$ cat config.mk
export PLATFORM = sky130hd
export DESIGN_NAME = fifo_serial_tx
export DESIGN_NICKNAME = d
export VERILOG_FILES = /design/src/rtl/fifo_serial_tx_pkg.sv /design/src/rtl/fifo_serial_tx_baud.sv /design/src/rtl/fifo_serial_tx.sv
export SDC_FILE = /design/constraint.sdc
export NUM_CORES = 1
export LEC_CHECK = 0
export CORE_AREA = 2 2 51 58
export CTS_CLUSTER_DIAMETER = 150
export DETAILED_ROUTE_END_ITERATION = 8
export DIE_AREA = 0 0 53 60
export PLACE_DENSITY_LB_ADDON = 0.05
export SETUP_SLACK_MARGIN = 0.05
export SLEW_MARGIN = 20
export SYNTH_ARGS = -nofsm -noshare
export SYNTH_HDL_FRONTEND = slang
export SYNTH_SLANG_ARGS = --single-unit
$ cat constraint.sdc
create_clock -name clk -period 1.8 [get_ports clk]
set_input_delay 0.54 -clock clk [delete_from_list [all_inputs] [get_ports clk]]
set_output_delay 0.54 -clock clk [all_outputs]
set_load 0.02 [all_outputs]
$ cat src/rtl/fifo_serial_tx_pkg.sv
// Shared types and helpers for the FIFO-draining serial transmitter and its baud timer.
// Holds the frame state encoding and the counter-width helper used by both.
package fifo_serial_tx_pkg;

  // 3 bits so PARITY can sit between DATA and STOP when it is built in.
  typedef enum logic [2:0] {
    ST_IDLE   = 3'd0,
    ST_LOAD   = 3'd1,
    ST_START  = 3'd2,
    ST_DATA   = 3'd3,
    ST_PARITY = 3'd4,
    ST_STOP   = 3'd5
  } state_e;

  function automatic int cnt_width(input int n);
    return (n > 1) ? $clog2(n) : 1;
  endfunction

endpackage

$ cat src/rtl/fifo_serial_tx_baud.sv
// Bit-time divider: counts 0..DIVISOR-1 and flags the terminal cycle with tick_o.
// Zero latency from count to tick; clr_i holds the count at zero so the next bit starts aligned.
module fifo_serial_tx_baud
  import fifo_serial_tx_pkg::*;
#(
  parameter int DIVISOR = 16
) (
  input  logic clk,
  input  logic reset,
  input  logic clr_i,
  output logic tick_o
);

  localparam int CW = cnt_width(DIVISOR);
  localparam logic [CW-1:0] TC = CW'(DIVISOR - 1);

  logic [CW-1:0] cnt_q, cnt_d;

  assign tick_o = (cnt_q == TC);

  always_comb begin
    cnt_d = cnt_q + CW'(1);
    if (clr_i || tick_o) begin
      cnt_d = '0;
    end
  end

  always_ff @(posedge clk or posedge reset) begin
    if (reset) begin
      cnt_q <= '0;
    end else begin
      cnt_q <= cnt_d;
    end
  end

endmodule

$ cat src/rtl/fifo_serial_tx.sv
// Pops FIFO words and shifts them out LSB-first as start/data/[parity]/stop frames; tx falls one cycle after the pop.
// Pops only when en and q_ready===1; define FIFO_SERIAL_TX_PARITY_EN to add an even-parity bit.
module fifo_serial_tx
  import fifo_serial_tx_pkg::*;
#(
  parameter int WIDTH   = 8,
  parameter int DIVISOR = 16
) (
  input  logic             clk,
  input  logic             reset,
  input  logic             en,
  input  logic [WIDTH-1:0] q,
  input  logic             q_ready,
  output logic             q_out_strobe,
  output logic             tx,
  output logic             busy
);

  localparam int BCW = cnt_width(WIDTH);
  localparam logic [BCW-1:0] LAST_BIT = BCW'(WIDTH - 1);

  state_e           state_q, state_d;
  logic [WIDTH-1:0] shreg_q, shreg_d;
  logic [BCW-1:0]   bit_q, bit_d;
  logic             tx_q, tx_d;
  logic             busy_q, busy_d;
  logic             strobe_q, strobe_d;
  logic             tick;
  logic             timer_clr;
  logic             start_ok;
`ifdef FIFO_SERIAL_TX_PARITY_EN
  logic             par_q, par_d;
`endif

  // X/Z on q_ready must never look like a ready FIFO.
  assign start_ok  = en && (q_ready === 1'b1);
  assign timer_clr = (state_q == ST_IDLE) || (state_q == ST_LOAD);

  fifo_serial_tx_baud #(
    .DIVISOR (DIVISOR)
  ) u_baud (
    .clk    (clk),
    .reset  (reset),
    .clr_i  (timer_clr),
    .tick_o (tick)
  );

  always_comb begin
    state_d = state_q;
    shreg_d = shreg_q;
    bit_d   = bit_q;
`ifdef FIFO_SERIAL_TX_PARITY_EN
    par_d   = par_q;
`endif

    case (state_q)
      ST_IDLE: begin
        if (start_ok) begin
          state_d = ST_LOAD;
          shreg_d = q;
`ifdef FIFO_SERIAL_TX_PARITY_EN
          par_d   = ^q;
`endif
        end
      end
      ST_LOAD: begin
        state_d = ST_START;
      end
      ST_START: begin
        if (tick) begin
          state_d = ST_DATA;
          bit_d   = '0;
        end
      end
      ST_DATA: begin
        if (tick) begin
          shreg_d = shreg_q >> 1;
          if (bit_q == LAST_BIT) begin
            bit_d = '0;
`ifdef FIFO_SERIAL_TX_PARITY_EN
            state_d = ST_PARITY;
`else
            state_d = ST_STOP;
`endif
          end else begin
            bit_d = bit_q + BCW'(1);
          end
        end
      end
`ifdef FIFO_SERIAL_TX_PARITY_EN
      ST_PARITY: begin
        if (tick) begin
          state_d = ST_STOP;
        end
      end
`endif
      ST_STOP: begin
        if (tick) begin
          // Chain straight into the next pop so back-to-back frames have no idle gap.
          if (start_ok) begin
            state_d = ST_LOAD;
            shreg_d = q;
`ifdef FIFO_SERIAL_TX_PARITY_EN
            par_d   = ^q;
`endif
          end else begin
            state_d = ST_IDLE;
          end
        end
      end
      default: begin
        state_d = ST_IDLE;
      end
    endcase

    // Outputs are decoded from next state so the pin is driven straight from flops.
    tx_d = 1'b1;
    case (state_d)
      ST_START: tx_d = 1'b0;
      ST_DATA:  tx_d = shreg_d[0];
`ifdef FIFO_SERIAL_TX_PARITY_EN
      ST_PARITY: tx_d = par_d;
`endif
      default:  tx_d = 1'b1;
    endcase
    busy_d   = (state_d != ST_IDLE);
    strobe_d = (state_d == ST_LOAD);
  end

  always_ff @(posedge clk or posedge reset) begin
    if (reset) begin
      state_q  <= ST_IDLE;
      shreg_q  <= '0;
      bit_q    <= '0;
      tx_q     <= 1'b1;
      busy_q   <= 1'b0;
      strobe_q <= 1'b0;
    end else begin
      state_q  <= state_d;
      shreg_q  <= shreg_d;
      bit_q    <= bit_d;
      tx_q     <= tx_d;
      busy_q   <= busy_d;
      strobe_q <= strobe_d;
    end
  end

`ifdef FIFO_SERIAL_TX_PARITY_EN
  always_ff @(posedge clk or posedge reset) begin
    if (reset) begin
      par_q <= 1'b0;
    end else begin
      par_q <= par_d;
    end
  end
`endif

  assign tx           = tx_q;
  assign busy         = busy_q;
  assign q_out_strobe = strobe_q;

endmodule

== Yosys cells after proc, flatten, opt, wreduce, memory -nomap -nowiden ==
Cells that the tools add are included.
Operators by class
  equality and inequality tests: 13
  reductions and logical operators: 9
  add/sub/neg operators: 2
  mux-type cells: 17
Operator list (number)
  2-to-1 mux 3 bit: 8
  2-to-1 mux 8 bit: 3
  one-hot mux 8 bit (3 select lines): 1
  one-hot mux 3 bit (5 select lines): 1
  == test 3 x 2 -> 1 bit (second input constant): 4
  == test 3 x 1 -> 1 bit (second input constant): 2
  == test 3 bit (second input constant): 2
  inequality test 2 x 1 -> 1 bit (second input constant): 3
  one-hot mux 3 bit (2 select lines): 1
  AND reduction 3 bit: 2
  nonzero test 3 bit: 2
  adder 4 x 1 -> 4 bit (second input constant): 1
  == test 4 bit (second input constant): 1
  2-to-1 mux 4 bit: 1
  adder 3 x 1 -> 3 bit (second input constant): 1
  logical NOT 3 bit: 1
  logical OR 1 bit: 2
  one-hot mux 1 bit (2 select lines): 1
  nonzero test 2 bit: 1
  case equality test 1 bit (second input constant): 1
  logical AND 1 bit: 1
  2-to-1 mux 1 bit: 1
Storage, ports and cells
  logic and storage cells: 49
  output and inout bits: 3
  flip-flop bits (word level): 21
  input bits: 12

== Longest topological paths before layout ==
  depth after elaboration: 7
  mapped depth: 6
  gate-level depth less buffers: 6

== Hierarchy ==
Synthesis repeated with hierarchy kept, for this count alone.
Second synthesis, totals
  cells, all modules: 102
  area, all modules: 1076.0 µm²
Modules (own cells, without submodules)
  fifo_serial_tx: instances 1, seq. area each 426.7 µm², area an instance 900.9 µm², cells an instance 88
  fifo_serial_tx_baud: instances 1, seq. area each 100.1 µm², area an instance 175.2 µm², cells an instance 14

== Worst setup path before layout ==
OpenSTA, ideal clock, no wires.
  path kind: register to register
  from: register u_baud.cnt_q[0]
  to: register shreg_q[6]
  path buffers: 1
  path slack: 0.337 ns
  library setup time: 0.130 ns
  stages on the path, launching flop included: 7
  period minus slack after synthesis: 1.463 ns
  data arrival time: 1.333 ns
  required time: 1.670 ns
  path through: dfrtp_1 ha_1 and3_1 buf_4 and3_1 a32oi_1 o21ai_0
Between the ends
  longest elaborated chain between the ends: 3
  elaborated cells on any way between the ends: 4
  those cells by class: eq/ne: 3; reduce/logical: 1
Ends and longest elaborated chain
  from (decl): line fifo_serial_tx_baud.sv:17  | logic [CW-1:0] cnt_q, cnt_d;
  from (signal assigned): line fifo_serial_tx_baud.sv:32  | cnt_q <= cnt_d;
  == test 4 bit *: line fifo_serial_tx_baud.sv:19  | assign tick_o = (cnt_q == TC);
  inequality test 2 x 1 -> 1 bit (no source line)
  AND reduction 3 bit (no source line) *
  to (signal assigned): line fifo_serial_tx.sv:140  | shreg_q <= shreg_d;
  to (decl): line fifo_serial_tx.sv:23  | logic [WIDTH-1:0] shreg_q, shreg_d;
Mark *: on every way between the ends. The rest lies on a longest branch, timed or not.
A chain may end at the register's enable or synchronous reset.

== Worst setup path in the final report ==
  from: register tx_q, in the netlist tx
  to: output tx
RTL lines
  from (decl): line fifo_serial_tx.sv:25  | logic tx_q, tx_d;
  from (signal assigned): line fifo_serial_tx.sv:142  | tx_q <= tx_d;
  to (decl): line fifo_serial_tx.sv:15  | output logic tx,
No word-level cell between the ends.

==> results_dict.tcl <==
set metrics [dict create \
    hold_class "flop to flop" \
    synth-edff-count 0 \
    drive_gt1_share_pct 17.1 \
    wl_met1_um 1110 \
    netlist_instances 119 \
    yosysWarnings 0 \
    finalSetupTns_ns 0 \
    antenna_found_initial 0 \
    r2r_slack_ns 0.20 \
    synthTopCellsByArea "dfrtp_1 (44%), nand3_1 (4.4%), o221ai_1 (3.8%)" \
    dp.cells 169 \
    ios 15 \
    die_x_um 53 \
    max_stage_delay_ns 0.53 \
    cts_tree "built" \
    ys_seq_area_share_pct 46.2 \
    cp_num_cells 1 \
    hold_viol 0 \
    drv_cap 0 \
    wl_met2_um 1070 \
    path_max_fanout 1 \
    crit_family "flip-flops" \
    cts_buffers 3 \
    hold-path-endpoint "u_baud.cnt_q[0]$_DFF_PP0_" \
    syn_area_sq_um 1140 \
    endpoint_kind "output port" \
    clock_sinks 21 \
    drc 0 \
    hp-start "u_baud.cnt_q[0]$_DFF_PP0_" \
    synthSimpleGateAreaFrac_pct 19.9 \
    crit_type "flop to output port" \
    overflow 0 \
    rsz0062_at_grt "yes" \
    synth_top_family_by_area "compound AO/OA/AOI/OAI gates" \
    status "finished, final reports clean" \
    timing.fmax_mhz 588 \
    p_total_mw 1.65 \
    yosysUniqueCellTypes 40 \
    synth_top_cell_by_area "dfrtp_1" \
    path_clk_slew_ns 0.12 \
    nNetsFinal 156 \
    core_sq_um 2630 \
    ir_drop_mv 0.921 \
    synth_flop_cell "dfrtp_1" \
    slew_headroom_pct 72.2 \
    async_reset_ff_share_pct 100 \
    arrival_ns 1.16 \
    ctsHoldBuffers 0 \
    synthXorXnorAreaFrac_pct 1.54 \
    r2r-start "u_baud.cnt_q[0]$_DFF_PP0_" \
    antennaDiodeCount 0 \
    whs_ns 0.464 \
    whs_path_depth 1 \
    synth_compound_area_share_pct 23.3 \
    synth_fa_ha_area_share_pct 3.29 \
    syn_to_final_growth_pct 21.1 \
    rr_worst_depth 5 \
    timing.final.crit_share_pct 94.5 \
    top_layer "met4" \
    finalSetupViolCount 0 \
    cp_cell_sequence "dlygate4sd2_1" \
    grt_util_all_layers_pct 17.7 \
    clockBufferDepth 2 \
    critPathSlowestCell "dfstp_2" \
    grt_pass1_wl_um 4080 \
    grt_pass1_vias 908 \
    worst_setup_path_start_kind "flop" \
    mostFrequentLayoutCells "dfrtp_1 (20), clkdlybuf4s50_1 (11), nand3_1 (10), inv_1 (10), nand2_1 (9)" \
    min_period_ns 1.70 \
    cts-htree-levels 1 \
    tightest_slew_ns 0.417 \
    gp_congestion 0.721 \
    numPortBuffers 14 \
    initial_utilization_pct 43.4 \
    die_h_um 60 \
    layout_commonest_cell "dfrtp_1" \
    cts-root-buf "clkbuf_4" \
    clk_latency_ns 0.31 \
    placed_cell_area_sq_um 1350 \
    viasPerCell 5.42 \
    fill_cells 268 \
    netlist.area_leader.share_pct 43.9 \
    stdcell_count 173 \
    wl_per_cell_um 13.4 \
    route.vias.total 937 \
    grt_max_degree 22 \
    syn_area_per_cell_sq_um 9.58 \
    syn_nets 134 \
    synth_seq_cells 21 \
    leakage_nw 0.578 \
    r2r-end "shreg_q[0]$_DFF_PP0_" \
    cp_data_required_time_ns 1.26 \
    drtPass1Iterations 4 \
    met3_length_um 91 \
    multi_input_area_sq_um 556 \
    drt_iter0_drc 17 \
    powerDensity_nw_per_um2 1190 \
    synthMuxAreaShare_pct 0 \
    finClkSkew_ns 0.0138 \
    stdcell_area_sq_um 1380 \
    ant_nets 0 \
    cp_num_buf_inv 1 \
    die_area_sq_um 3180 \
    routed_wl_um 2310 \
    num_rows 20 \
    ff_latch_area_sq_um 527 \
    dpl.hpwl_um 1670 \
    drv_slew 0 \
]
==> cells by family (layout without fill, tap and decap cells) <==
kind of cell	count (synthesis)	count (layout)
XOR/XNOR	2	2
buffers and inverters	15	36
AND/OR/NAND/NOR	42	42
flip-flops	21	21
adder cells (fa/ha/maj)	3	3
AO/OA/AOI/OAI	36	36
==> cell usage after synthesis, drive strengths merged, types with 2 or more instances <==
cell type	number
dfrtp	20
nand3	12
inv	11
o21ai	10
nand2	9
a21oi	8
nor2	7
o221ai	5
buf	4
and3	3
ha	3
nand3b	3
a31oi	2
a32oi	2
o32ai	2
or2	2
or3	2
==> worst max path at each step <==
stage                                         start                endpoint
after detailed placement                    q_ready  shreg_q[3]$_DFFE_PP0P_
after CTS                 u_baud.cnt_q[0]$_DFF_PP0_    shreg_q[0]$_DFF_PP0_
final                                  tx$_DFF_PP1_                      tx
after global placement                           en  shreg_q[3]$_DFFE_PP0P_
after global routing      u_baud.cnt_q[0]$_DFF_PP0_    shreg_q[0]$_DFF_PP0_
after floorplan           u_baud.cnt_q[0]$_DFF_PP0_  shreg_q[6]$_DFFE_PP0P_
==> state kept, by name, indices dropped and copies added, names as in the netlist <==
| name | flops |
|---|---|
| q_out_strobe | 1 |
| shreg_q | 8 |
| u_baud.cnt_q | 4 |
| busy | 1 |
| state_q | 3 |
| tx | 1 |
| bit_q | 3 |
==> metal layers <==
layer / vias up / GRT usage, %
li1: 475 / -
met1: 437 / 24.1
met2: 20 / 27.5
met3: 5 / 2.50
met4: 0 / 8.79
met5: - / 0
==> through the flow <==
stage	setup WS, ns	util (%)
6_report	0.0984	52.5
3_5_place_dp	-0.205	51.3
2_1_floorplan	0.337	-
3_3_place_gp	-0.177	51.3
4_1_cts	0.0836	52.2
5_1_grt	0.0462	52.5
==> worst register-to-register path, cell delays in order, from the launching register on <==
cell and delay (ns):
dfrtp_1 0.38, ha_1 0.24, and3_2 0.30, a31oi_1 0.11, o32ai_2 0.34, o21ai_1 0.12
==> area by class of cell <==
cell class	count	share of cell area [%]
sequential	21	38.2
inverter	11	2.99
multi-input combinational	83	40.3
tap	33	2.99
timing repair buffer	21	13.7
clock buffer	4	1.90
==> where the power goes <==
| group | switching (mW) | internal (mW) |
|---|---|---|
| combinational | 0.362 | 0.291 |
| sequential | 0.109 | 0.654 |
| clock | 0.146 | 0.0866 |
==> what timing repair did <==
item	in CTS	in global routing
endpoints found under the setup margin	3	7
resized for setup	3	2
setup buffers	0	0
(Power assumes the default switching activity.)
